--- src/rtl/clk_phase_pkg.sv ---
// Shared constants for the 1H/2H/4H phase generator: default parameters and FSM state encoding.
package clk_phase_pkg;

  localparam int unsigned N_TAPS_DEF      = 4;
  localparam int unsigned HOLD_CYCLES_DEF = 31;
  localparam int unsigned CNT_W_DEF       = 8;

  // State encoding (HOLD, RUN), kept as plain constants for legacy compatibility
  typedef logic [0:0] state_t;
  localparam state_t ST_HOLD = 1'b0;
  localparam state_t ST_RUN  = 1'b1;

endpackage

--- src/rtl/phase_checker.sv ---
// Watches the sampled 2H/4H timing bits and raises a sticky error on any phase violation.
// 2H must toggle every cycle; 4H must alternate toggle / no-toggle.
module phase_checker
  import clk_phase_pkg::*;
(
  input  logic CLK_1H,
  input  logic reset2,
  input  logic soft_rst,
  input  logic CLK_2H,
  input  logic CLK_4H,
  output logic phase_err,
  output logic viol_c
);

  logic       prev_2h_q, prev_4h_q;
  logic       tog4_q;
  logic [1:0] hist_q, hist_d;
  logic       perr_q, perr_d;
  logic       tog2_c, tog4_c, armed_c;

  // Violation detect against stored history; silent until two valid samples exist
  always_comb begin
    tog2_c  = CLK_2H ^ prev_2h_q;
    tog4_c  = CLK_4H ^ prev_4h_q;
    armed_c = (hist_q == 2'd2);
    viol_c  = armed_c & (~tog2_c | (tog4_c == tog4_q));
  end

  // History depth and sticky flag next-state; soft restart disarms and clears
  always_comb begin
    hist_d = hist_q;
    perr_d = perr_q;
    if (soft_rst) begin
      hist_d = 2'd0;
      perr_d = 1'b0;
    end else begin
      if (hist_q != 2'd2) hist_d = hist_q + 2'd1;
      perr_d = perr_q | viol_c;
    end
  end

  // Sample registers
  always_ff @(posedge CLK_1H or posedge reset2) begin
    if (reset2) begin
      prev_2h_q <= 1'b0;
      prev_4h_q <= 1'b0;
      tog4_q    <= 1'b0;
      hist_q    <= 2'd0;
      perr_q    <= 1'b0;
    end else begin
      prev_2h_q <= CLK_2H;
      prev_4h_q <= CLK_4H;
      tog4_q    <= tog4_c;
      hist_q    <= hist_d;
      perr_q    <= perr_d;
    end
  end

  assign phase_err = perr_q;

endmodule

--- src/rtl/clk_phase_gen.sv ---
// CLK_4H delay taps, delayed 2H, post-reset hold sequencer and phase checking.
// Optional macro PHASE_RESYNC_EN: a phase violation seen in RUN also restarts the hold.
module clk_phase_gen
  import clk_phase_pkg::*;
#(
  parameter int unsigned N_TAPS      = N_TAPS_DEF,
  parameter int unsigned HOLD_CYCLES = HOLD_CYCLES_DEF,
  parameter int unsigned CNT_W       = CNT_W_DEF
) (
  input  logic              CLK_1H,
  input  logic              reset2,
  input  logic              CLK_2H,
  input  logic              CLK_4H,
  input  logic              soft_rst,
  output logic              CLK_2HDL,
  output logic [N_TAPS-1:0] tap,
  output logic [N_TAPS-1:0] tap_b,
  output logic              sys_run,
  output logic              phase_err,
  output logic [CNT_W-1:0]  hold_cnt
);

  localparam logic [CNT_W-1:0] HOLD_LAST = CNT_W'(HOLD_CYCLES - 1);
  localparam logic [CNT_W-1:0] HOLD_SAT  = CNT_W'(HOLD_CYCLES);

  logic [N_TAPS-1:0] tap_q;
  logic              dl2_q;
  state_t            state_q, state_d;
  logic [CNT_W-1:0]  cnt_q, cnt_d;
`ifdef PHASE_RESYNC_EN
  logic              viol_c;
`endif

  phase_checker u_chk (
    .CLK_1H    (CLK_1H),
    .reset2    (reset2),
    .soft_rst  (soft_rst),
    .CLK_2H    (CLK_2H),
    .CLK_4H    (CLK_4H),
    .phase_err (phase_err),
`ifdef PHASE_RESYNC_EN
    .viol_c    (viol_c)
`else
    .viol_c    ()
`endif
  );

  // Delay chain: free-running in every state, independent of errors
  always_ff @(posedge CLK_1H or posedge reset2) begin
    if (reset2) begin
      tap_q <= '0;
      dl2_q <= 1'b0;
    end else begin
      tap_q <= {tap_q[N_TAPS-2:0], CLK_4H};
      dl2_q <= CLK_2H;
    end
  end

  // Hold/run sequencer next-state; soft restart overrides everything
  always_comb begin
    state_d = state_q;
    cnt_d   = cnt_q;
    if (soft_rst) begin
      state_d = ST_HOLD;
      cnt_d   = '0;
    end else begin
      case (state_q)
        ST_HOLD: begin
          if (cnt_q == HOLD_LAST) begin
            state_d = ST_RUN;
            cnt_d   = HOLD_SAT;
          end else begin
            cnt_d = cnt_q + CNT_W'(1);
          end
        end
        ST_RUN: begin
`ifdef PHASE_RESYNC_EN
          if (viol_c) begin
            state_d = ST_HOLD;
            cnt_d   = '0;
          end
`endif
        end
        default: begin
          state_d = ST_HOLD;
          cnt_d   = '0;
        end
      endcase
    end
  end

  // Sequencer state register
  always_ff @(posedge CLK_1H or posedge reset2) begin
    if (reset2) begin
      state_q <= ST_HOLD;
      cnt_q   <= '0;
    end else begin
      state_q <= state_d;
      cnt_q   <= cnt_d;
    end
  end

  assign tap      = tap_q;
  assign tap_b    = ~tap_q;
  assign CLK_2HDL = dl2_q;
  assign sys_run  = (state_q == ST_RUN);
  assign hold_cnt = cnt_q;

endmodule

--- config.mk ---
export PLATFORM = sky130hd
export DESIGN_NAME = clk_phase_gen
export DESIGN_NICKNAME = d
export VERILOG_FILES = /design/src/rtl/clk_phase_pkg.sv /design/src/rtl/phase_checker.sv /design/src/rtl/clk_phase_gen.sv
export SDC_FILE = /design/constraint.sdc
export NUM_CORES = 1
export LEC_CHECK = 0
export ABC_AREA = 1
export ABC_CLOCK_PERIOD_IN_PS = 1400
export BUFFER_PORTS_ARGS = -buffer_cell sky130_fd_sc_hd__buf_4
export CELL_PAD_IN_SITES_DETAIL_PLACEMENT = 2
export CELL_PAD_IN_SITES_GLOBAL_PLACEMENT = 2
export CORE_MARGIN = 2
export CORE_UTILIZATION = 28
export CTS_CLUSTER_DIAMETER = 150
export DETAILED_ROUTE_END_ITERATION = 10
export PLACE_DENSITY_LB_ADDON = 0.1
export SYNTH_ARGS = -nofsm -noshare
export SYNTH_HDL_FRONTEND = slang
export SYNTH_SLANG_ARGS = --single-unit
--- constraint.sdc ---
create_clock -name CLK_1H -period 1.4 [get_ports CLK_1H]
set_clock_uncertainty 0.1 [all_clocks]
set_input_delay 0.42 -clock CLK_1H [delete_from_list [all_inputs] [get_ports CLK_1H]]
set_output_delay 0.42 -clock CLK_1H [all_outputs]
set_load 0.02 [all_outputs]
==> metrics list, run 1 <==
* Post-DR wirelength/cell: 14.47 microns
- HPWL after detailed placement: 1.834 mm
- Port Buf Inserts: 23
* Endpoints failing hold: 0
- Synth Cell Area: 877.1 sq um
- Leaving out fill and tap cells, the most frequent cells in the layout are 32 x sky130_fd_sc_hd__nand2_1, 22 x sky130_fd_sc_hd__buf_4, 20 x sky130_fd_sc_hd__buf_6.
* Floorplan die area: 0.003596 sq mm
- Terminus of the critical flop-to-flop path: hold_cnt[2]
* Number of nets in the final layout: 163
- The worst register-to-register path has a depth of 9.
- Yosys synthesis warning count: 0
* Antenna-violating nets left: 0
- Synthesized instance count: 109
- Cells with a size suffix above 1 make up between 40 and 50% of the layout.
* Seq/Total Area, Yosys: approximately 50%
- Post-detailed-route DRC marker count: 0
* Type of the most critical hold path: primary input to asynchronous set/reset pin
- At the worst endpoint, the required time is 0.88 ns.
* Number of pins exceeding their max-slew limit in the final report: 0
- For the worst setup path, the data arrival time is 0.97 ns.
- Cell area reported after detailed placement: 0.001127 sq mm
- From synthesis to final layout, the design area changed by 63.05%.
- Highest clock frequency the design can meet: 671.0 MHz
- Core ar.: between 0.003 and 0.004 sq mm
* Largest net degree at the start of global routing: 19
- Number of buffers on the longest clock path: 2
* Max-capacitance violation count: 0
- Total power for the finished layout comes to between 1 and 1.5 mW.
- Overall Global Routing Usage: 17.74%
- Final Cycle Share: 106.4%
- Most common cell after layout, fill and taps aside: sky130_fd_sc_hd__nand2_1
- Cell type with the largest total area after synthesis: sky130_fd_sc_hd__dfrtp_1
- Yosys mapped the design onto 17 distinct sky130hd cell types.
- DRC violation total after the first TritonRoute iteration: 15
* Compound-Gate Fraction of Synth Area: 7.703%
- Clock tree synthesis selected as its root buffer the cell sky130_fd_sc_hd__clkbuf_4.
- Number of levels in the clock H-tree: 1
- The repair_antennas step left the layout with diodes totalling 0.
- Ports placed on the boundary: 24
* Dominant cells by area after synthesis: sky130_fd_sc_hd__dfrtp_1 51%, sky130_fd_sc_hd__nand2_1 15%, sky130_fd_sc_hd__inv_1 7.7%
- The first TritonRoute pass finished after 4 iterations.
- Across all layers, the routed design uses 877 vias.
- PD cells: 848.4 mW/mm^2
- The via count of the first global-routing pass came to 954.
* Status: finished, violations left
- The worst path in the final design needs a cycle of 1.490 ns, including I/O delays and setup.
* Register area: 455.4 sq um
- Each instance of the synthesized netlist takes up on average 8.047 sq um.
- By area, the combinational part of the netlist is dominated by simple AND/OR/NAND/NOR gates.
* Setup violation total in the final timing report: 9
* Share of the synthesized area in the top cell type: 51.36%
* Standby leakage power: between 0.7 and 0.8 nW
* Clock latency reported for the late side of the worst-skew pair: 0.30 ns
* Final critical-path setup slack: -0.09028 ns
- Simple-Gate Fraction of Synth Area: 27.10%
- Largest fanout on the critical path: 3
- The finished cells cover 0.001430 sq mm.
- Cts bufs inserted: 3
- The checks that failed: negative setup slack.
* Synthesized net count: 117
- Multiplexer cells account for 0% of the synthesized area.
- Using the TritonRoute via totals, the vias-per-cell ratio works out to 4.429.
- The setup path with the least slack is of type flop to output port.
- Summing the areas of all xor and xnor instances in the mapped netlist gives less than 1% of the synthesized area.
* Worst vdd ir: 0.0004824 V
- Post-CTS Hold Fix Bufs: 0
* Area of combinational cells with multiple inputs: 419.2 sq um
* TritonCTS sink count: 18
- The congestion estimate from routability-driven global placement came to 0.7218.
- Setup TNS Final: -0.3098 ns
- Setup slack of the worst register-to-register path: -0.02 ns
* Launching element type of the critical path: flop
- Headroom to the max-slew limit came out at 78.18%.
- Global routing finished with a remaining overflow of 0.
- Unrepaired setup endpoints after global routing: yes
- Antenna violations before repair: 0
* Die width: approximately 60 microns
* Final wirelength: 2.865 mm
* Clock slew seen by the registers of the worst setup and hold paths: 0.11 ns
- TritonCTS clock tree: yes
* Actual slew at the worst max-slew pin: 0.3261 ns
* Core Rows: 20
- Number of flip-flops and latches in the synthesized netlist: 18
* Initial Util: 28.97%
- Die Y: 59.97 microns
- Startpoint of the worst register-to-register path: hold_cnt[0]
- The first global-routing pass estimated 4.581 mm of wire.
- Synth Area in Adders: 4.280%
- STA classifies the critical path endpoint as an output port.
- At the placement stage, the worst setup path has a slack of -0.007574 ns.
- The layout has roughly 340 filler cells.
## registers in the layout, summed over array words and instances (netlist names)
signal,flops
u_chk.phase_err,1
u_chk.hist_q,2
u_chk.tog4_q,1
tap,4
sys_run,1
u_chk.prev_2h_q,1
hold_cnt,8
## cell families (layout without fill, tap and decap cells)
group	Yosys count	count (layout)
compound gates	12	12
xor+xnor	1	1
simple gates	56	56
buf+inv	19	64
flops	18	18
fa+ha+maj	3	3
## stage by stage
step	std cells	hold slack, ns	utilization, %
6_report	198	0.03390	47.23
4_1_cts	195	0.02777	43.80
2_1_floorplan	109	0.2586	-
5_1_grt	198	0.04130	47.23
3_3_place_gp	179	0.2822	37.23
3_5_place_dp	179	0.2901	37.23
## how the worst max path moves through the flow
stage / startpoint / to / slack (ns)
after floorplan: hold_cnt[1] / hold_cnt[4] / 0.05
after global routing: hold_cnt[0] / hold_cnt[0] / -0.13
final: hold_cnt[0] / hold_cnt[0] / -0.09
after global placement: hold_cnt[0] / hold_cnt[2] / 0.08
after CTS: hold_cnt[0] / hold_cnt[0] / -0.1
after detailed placement: hold_cnt[0] / hold_cnt[3] / -0.008
## timing repair
action / in CTS / in global routing
endpoints found under the hold margin: 0 / 0
pin swaps: 1 / 2
endpoints found under the setup margin: 19 / 25
resized for setup: 25 / 26
gates cloned: 0 / 0
buffers inserted: 12 / 3
## worst max-delay path, stage by stage (launching register included)
cell,delay (ns)
sky130_fd_sc_hd__dfrtp_1,0.42
sky130_fd_sc_hd__buf_6,0.13
sky130_fd_sc_hd__buf_6,0.12
## area by class of cell
| type | instances | share of cell area [%] |
|---|---|---|
| sequential | 18 | 31.85 |
| tap | 44 | 3.850 |
| clock buffer | 4 | 2.537 |
| inverter | 18 | 5.162 |
| multi-input combinational | 72 | 29.31 |
| timing repair buffer | 42 | 27.30 |
## Yosys cell counts
master / instances
sky130_fd_sc_hd__ha_1: 3
sky130_fd_sc_hd__o21bai_1: 1
sky130_fd_sc_hd__o21ai_1: 1
sky130_fd_sc_hd__nand3_1: 7
sky130_fd_sc_hd__nand3_2: 1
sky130_fd_sc_hd__nor2_1: 9
sky130_fd_sc_hd__dfrtp_1: 18
sky130_fd_sc_hd__o21ai_0: 7
sky130_fd_sc_hd__xor2_1: 1
sky130_fd_sc_hd__inv_1: 18
sky130_fd_sc_hd__buf_4: 1
sky130_fd_sc_hd__a21oi_1: 1
sky130_fd_sc_hd__nand2_1: 34
sky130_fd_sc_hd__o211ai_1: 2
sky130_fd_sc_hd__nor2_2: 1
sky130_fd_sc_hd__nand4_1: 3
sky130_fd_sc_hd__or2_2: 1
## per-layer routing
layer / global-route usage, % / routed length, microns / part of all wire (%)
met2: 32.45 / 1590 / 55
met4: 2.857 / 8 / 0.28
met5: 0 / 0 / 0
met1: 21.27 / 1181 / 41
met3: 4.113 / 84 / 2.9
## power by group
group          switching, mW  total [mW]  internal, mW
clock                  0.174       0.333         0.159
sequential            0.0329       0.598         0.565
combinational          0.148       0.282         0.134
total                  0.355        1.21         0.858
(Power assumes the default switching activity.)
==> run 2: changes to the inputs <==
Settings changed: SETUP_SLACK_MARGIN set to 0.4.
==> metrics list, run 2 (same netlist as run 1, synthesis figures left out) <==
- The number of remaining DRC errors is 0 (unchanged).
- Cell area reported after detailed placement: 0.001176 sq mm (+4.3%)
* Antenna violations before repair: 0 (unchanged)
* Cts bufs inserted: 3 (unchanged)
* TritonCTS clock tree: yes
- Antenna-violating nets left: 0 (unchanged)
* Worst max-slew margin expressed relative to the limit: 80.98% (+2.8 points)
- Critical path data arrival time: 0.92 ns (-0.05 ns)
- DRC violation total after the first TritonRoute iteration: 21 (+6)
- Type of the most critical hold path: primary input to asynchronous set/reset pin
- Pre-CTS setup slack: 0.06323 ns (+0.07080 ns)
* Post-DR wirelength/cell: 18.13 microns (+25%)
- Vias in the first global route: 995 (+4.3%)
- Endpoints failing hold: 0 (unchanged)
- The final routed wirelength across all metal layers came to 3.645 mm (+27%).
- The worst setup path is captured at an output port.
- The library cell used most frequently in the layout, excluding fill and tap cells, is sky130_fd_sc_hd__buf_6.
- The slew at the pin closest to its max-slew limit came to 0.2851 ns (-0.04103 ns).
* Clock latency reported for the late side of the worst-skew pair: 0.30 ns (about the same)
- Top library cells by usage in the layout, fill and taps aside: 29 x sky130_fd_sc_hd__buf_6, 28 x sky130_fd_sc_hd__nand2_1, 16 x sky130_fd_sc_hd__buf_4
- Ports placed on the boundary: 24 (unchanged)
- Worst hold slack: 0.02839 ns (-0.005517 ns)
- The placer congestion estimate is 0.7188 (-0.42%).
* Stage delay of the slowest cell on the critical path: 0.46 ns (+0.04 ns)
- PD cells: 801.8 mW/mm^2 (-5.5%)
* Die width: 59.97 microns (unchanged)
- Number of buffers and inverters on the critical path: 2 (unchanged)
* Post-route standard cell area excluding fillers: 0.001644 sq mm (+15%)
- Standby leakage power: 0.7562 nW (+6.4%)
- Core Rows: 20 (unchanged)
- The clock slew at the register clock pins of the worst setup and hold paths is 0.11 ns (about the same).
- The vertical die dimension is 59.97 microns (unchanged).
- Relative to the synthesized area, the layout overhead comes to 87.45%.
- Required @ worst endpoint: 0.88 ns (about the same)
- Status: finished, violations left
- Port Buf Inserts: 23 (unchanged)
- Setup violation total in the final timing report: 13 (+4)
- Final-layout fill cell count: 320 (-6.2%)
- Power, Total: 1.318 mW (+8.6%)
* Sum of overflow across all layers after global routing: 0 (unchanged)
- The largest fanout of any net on the critical path is 3 (unchanged).
- Launching element type of the critical path: flop
- The die footprint is 0.003596 sq mm (unchanged).
- Vias per Instance: 4.642 (+4.8%)
- The max-capacitance violation count came to 0 (unchanged).
* Antenna diode instance count: 0 (unchanged)
- Worst setup startpoint: tap[2]
* Unrepaired setup endpoints after global routing: yes
- Highest clock frequency the design can meet: 692.8 MHz (+3.2%)
- Cell family with most CP delay: flip-flops
- Startpoint of the worst register-to-register path: hold_cnt[0]
- The wire length of the first global-routing pass is 4.912 mm (+7.2%).
- Number of buffers on the longest clock path: 2 (unchanged)
- Core ar.: 0.003028 sq mm (unchanged)
* Worst vdd ir: 0.0006371 V (+32%)
- The number of instances in the placed design was 176 (-1.7%).
- TritonCTS sink count: 18 (unchanged)
- The number of buffers added to fix hold violations after cts was 0 (unchanged).
- Final Cycle Share: 103.1% (-3.3 points)
- Number of levels in the clock H-tree: 1 (unchanged)
* Type of the setup path with the least slack: flop to output port
* Overall Global Routing Usage: 19.27% (+1.5 points)
- Clock root buffer: sky130_fd_sc_hd__clkbuf_4
* Final critical-path setup slack: -0.04345 ns (+0.04683 ns)
- Largest net degree at the start of global routing: 19 (unchanged)
* Critical-path cell list: inv_4, buf_6
- Fraction of final layout cells with drive strength greater than 1: 66.24% (+19 points)
* Number of pins exceeding their max-slew limit in the final report: 0 (unchanged)
- The non-filler instance count after layout is 201 (+1.5%).
* Failing checks: negative setup slack
* Clock period minus worst slack: 1.443 ns (-0.04683 ns)
- Initial Util: 28.97% (unchanged)
- The detailed-placement wirelength estimate is 1.856 mm (+1.2%).
- The final net count is 166 (+1.8%).
* Initial DRT Pass Iterations: 3 (-1)
- Vias: 933 (+6.4%)
- Slowest library cell on the worst path: sky130_fd_sc_hd__dfrtp_2
- The number of flip-flops under the largest register name is 8 (unchanged).
run 2: changes by cell type in the layout (fill, tap and decap cells not counted), moves of 5 or more:
cell	before	now
sky130_fd_sc_hd__buf_4	22	16
sky130_fd_sc_hd__dfrtp_1	14	7
sky130_fd_sc_hd__nor2_1	8	1
sky130_fd_sc_hd__inv_4	1	7
sky130_fd_sc_hd__inv_1	11	6
sky130_fd_sc_hd__nor2_4	1	6
sky130_fd_sc_hd__buf_6	20	29
sky130_fd_sc_hd__dfrtp_2	4	11
run 2: area by class of cell:
class	instances	area, sq um	share of cell area (%)
well taps	44	55.05	3.349
flip-flops and latches	18	464.2	28.23
clock buffers	4	26.28	1.598
multi-input cells	72	559.3	34.02
repair buffers	45	446.7	27.17
inverters	18	92.59	5.632
run 2: worst register-to-register path, delay by kind of cell (launching register included):
family	cells	cell delay, ns
buffers and inverters	2	0.11
flip-flops	1	0.47
AO/OA/AOI/OAI	1	0.11
AND/OR/NAND/NOR	4	0.41
adder cells (fa/ha/maj)	1	0.14
run 2: final timing paths:
kind / endpoint / slack [ns] / cells past startpoint
max in group asynchronous: hold_cnt[3] / 0.94 / 3
hold reg to reg: tap[2] / 0.36 / 0
setup reg to reg: hold_cnt[3] / -0.01 / 8
min in group CLK_1H: tap[0] / 0.13 / 1
hold / removal: tap[2] / 0.03 / 3
setup / recovery: tap_b[2] / -0.04 / 2
run 2: through the flow:
step / TNS (ns) / utilization [%]
finish: -0.3371 / 54.30
CTS: -0.2947 / 49.63
global route: -0.8870 / 54.30
detailed placement: 0 / 38.84
floorplan: 0 / -
global placement: 0 / 38.84
run 2: timing repair:
action / CTS / global route
setup endpoints to repair: 32 / 32
setup buffers: 15 / 6
gates resized for setup: 56 / 24
pin swaps: 8 / 14
run 2: per-layer routing:
layer | wire length (microns) | vias to the layer above | track usage [%]
li1 | - | 440 | -
met1 | 1320 | 469 | 21.42
met2 | 2174 | 17 | 35.71
met3 | 89 | 7 | 2.165
met4 | 59 | 0 | 9.524
met5 | 0 | - | 0
run 2: report_power, final:
part	switching (mW)	internal [mW]
clock network	0.177	0.111
registers	0.0502	0.567
logic	0.207	0.206
==> run 3: changes to the inputs <==
Settings changed: CORE_UTILIZATION 28 to 29, SYNTH_HIERARCHICAL set to 1.
==> metrics list, run 3 <==
* Ports placed on the boundary: 24 (unchanged)
* Standby leakage power: 0.8572 nW (+13%)
- Die width: 61.34 microns (+2.3%)
- Clock network power share: 28.0% (+6.1 points)
- The hold slack was 0.1405 ns (+0.1121 ns).
- Worst max-slew margin expressed relative to the limit: 79.25% (-1.7 points)
- Type of the most critical hold path: primary input to flop
* Switching Power: 0.5691 mW (+31%)
- The placement-stage worst setup slack came to 0.09949 ns (+0.03626 ns).
- The final design instance area without fill was 0.001757 sq mm (+6.8%).
- Count of placed standard cells in the final layout, fillers left out: 214 (+6.5%)
- The deepest clock path buffer count is 2 (unchanged).
- The number of instances in the placed design was 185 (+5.1%).
- Sum of overflow across all layers after global routing: 0 (unchanged)
* Required @ worst endpoint: 1.56 ns (+0.68 ns)
- The library cells used most frequently in the layout, excluding fill and tap cells, are 28 x sky130_fd_sc_hd__buf_6, 26 x sky130_fd_sc_hd__nand2_1, 19 x sky130_fd_sc_hd__buf_4.
* Combinational cell fraction of total power: 33.6% (+2.3 points)
* Post-DR wirelength/cell: 21.34 microns (+18%)
* HPWL after detailed placement: 1.944 mm (+4.8%)
* Initial Util: 30.98% (+2.0 points)
* Launching element type of the critical path: flop
- In this run the clock root is driven by a sky130_fd_sc_hd__clkbuf_4.
- By startpoint and endpoint, the worst setup path is classified as flop to flop.
- Overall Global Routing Usage: 21.69% (+2.4 points)
* Clock latency reported for the late side of the worst-skew pair: 0.32 ns (+0.02 ns)
- The netlist area before placement is 953.4 sq um (+8.7%).
* DRC violation total after the first TritonRoute iteration: 22 (+4.8%)
* Clock period minus worst slack: 1.534 ns (+0.09006 ns)
* Total internal power: 1.219 mW (+38%)
- The post-detailed-route count of antenna-violating nets is 0 (unchanged).
- Vias per Instance: 4.738 (+2.1%)
- The proportion of layout cells with a drive suffix above 1 came to 65.88% (-0.36 points).
* Wire length of the first global-routing pass: 5.720 mm (+16%)
- The core footprint came to 0.003078 sq mm (+1.7%).
- Global placer's final weighted congestion: 0.7700 (+7.1%)
- The number of pins exceeding their max-slew limit in the final report is 0 (unchanged).
- The clock slew at the register clock pins of the worst setup and hold paths is 0.13 ns (+0.02 ns).
* TritonCTS clock tree: yes
- Most common cell after layout, fill and taps aside: sky130_fd_sc_hd__buf_6
* Largest net degree at the start of global routing: 15 (-4)
- The count of filler cells inserted in the layout came to 303 (-5.3%).
* Endpoints failing hold: 0 (unchanged)
* Status: finished, violations left
- The top achievable clock speed came to 652.1 MHz (-5.9%).
* Number of nets in the final layout: 179 (+7.8%)
- Synthesized instance count: 117 (+7.3%)
* Port Buf Inserts: 23 (unchanged)
- Critical path data arrival time: 1.69 ns (+0.77 ns)
- Max FFs per register: 8 (unchanged)
* Number of levels in the clock H-tree: 1 (unchanged)
- TritonCTS sink count: 20 (+2)
* Core Rows: 20 (unchanged)
- Cell area reported after detailed placement: 0.001246 sq mm (+6.0%)
* Yosys synthesis warning count: 6 (+6)
- Cts bufs inserted: 3 (unchanged)
- The die footprint was 0.003762 sq mm (+4.6%).
* Post-detailed-route DRC marker count: 0 (unchanged)
- Vias in the first global route: 1121 (+13%)
- Actual slew at the worst max-slew pin: 0.3102 ns (+0.02511 ns)
- Die Y: 61.34 microns (+2.3%)
- The number of diodes added for antenna fixing was 0 (unchanged).
- The worst setup path is captured at a flop.
- Worst vdd ir: 0.001007 V (+58%)
- Largest fanout on the critical path: 5 (+2)
- The share of total power in sequential cells was 38.3% (-8.5 points).
* Final critical-path setup slack: -0.1335 ns (-0.09006 ns)
- The final routed wirelength across all metal layers was 4.566 mm (+25%).
* Vias: 1014 (+8.7%)
- Sw Share: 31.82% (-1.1 points)
* Final Cycle Share: 109.5% (+6.4 points)
- The power per unit of standard cell area is 1018 mW/mm^2 (+27%).
* Failing checks: negative setup slack
* Area Overhead vs Synth: 84.25%
* Final core utilization: 57.07% (+2.8 points)
* Synthesized net count: 125 (+6.8%)
* Antenna violations before repair: 0 (unchanged)
- The synthesized area per cell is 8.149 sq um (+1.3%).
* Max-capacitance violation count: 0 (unchanged)
- Setup repair after global routing could not meet its margin everywhere.
- The final number of setup-violating endpoints was 24 (+11).
- The first-pass iteration count of the detailed router was 4 (+1).
run 3: cell count changes in the layout (fill, tap and decap cells not counted), moves of 3 or more:
cell | before | now
sky130_fd_sc_hd__nor2_1 | 1 | 5
sky130_fd_sc_hd__nand2_2 | 3 | 7
sky130_fd_sc_hd__buf_4 | 16 | 19
sky130_fd_sc_hd__inv_1 | 6 | 9
run 3: layer usage:
metal | vias up | part of all wire (%) | GRT usage [%]
met4 | 0 | 2.6 | 11.25
li1 | 470 | - | -
met3 | 10 | 1.7 | 2.311
met5 | - | 0 | 0
met1 | 514 | 41 | 25.03
met2 | 20 | 54 | 39.36
run 3: power by group through the flow:
stage	Combinational [mW]	Clock [mW]	Sequential, mW
6_report	0.602	0.502	0.685
4_1_cts	0.443	0.504	0.676
3_3_place_gp	0.289	0	0.683
5_1_grt	0.641	0.538	0.690
2_1_floorplan	0.176	0	0.707
3_5_place_dp	0.300	0	0.691
run 3: cell type report:
class,instances,area [sq um],share of cell area [%]
clock inverters,1,30.03,1.709
clock buffers,3,22.52,1.282
inverters,21,100.1,5.698
multi-input cells,76,545.5,31.05
well taps,44,55.05,3.134
flip-flops and latches,20,515.5,29.34
repair buffers,49,488.0,27.78
run 3: worst paths after layout:
check	start	end	slack, ns	cells past startpoint
max	hold_cnt[2]	hold_cnt[5]	-0.13	5
min	CLK_2H	CLK_2HDL	0.14	1
max reg2reg	hold_cnt[2]	hold_cnt[5]	-0.13	5
min reg2reg	tap[0]	tap[1]	0.36	0
max in group asynchronous	reset2	sys_run	0.45	4
min in group asynchronous	reset2	u_chk/tog4_q	0.49	3
run 3: critical path: stages (launching register included):
cell                      delay, ns
sky130_fd_sc_hd__dfrtp_2       0.43
sky130_fd_sc_hd__buf_6         0.14
sky130_fd_sc_hd__nand3_1       0.21
sky130_fd_sc_hd__o21ai_0       0.32
sky130_fd_sc_hd__nand2_1       0.12
sky130_fd_sc_hd__o21ai_2       0.15
run 3: what timing repair did:
| item | 4_1_cts | 5_1_grt |
|---|---|---|
| pin swaps | 8 | 9 |
| setup endpoints to repair | 31 | 35 |
| buffers inserted | 15 | 9 |
| hold buffers | 1 | 0 |
| endpoints found under the hold margin | 6 | 0 |
| resized for setup | 48 | 22 |
run 3: per-stage QoR:
stage	TNS (ns)	power, mW
CTS	-0.6528	1.624
finish	-1.174	1.788
global route	-2.519	1.869
detailed placement	0	0.9912
floorplan	0	0.8827
global placement	0	0.9726
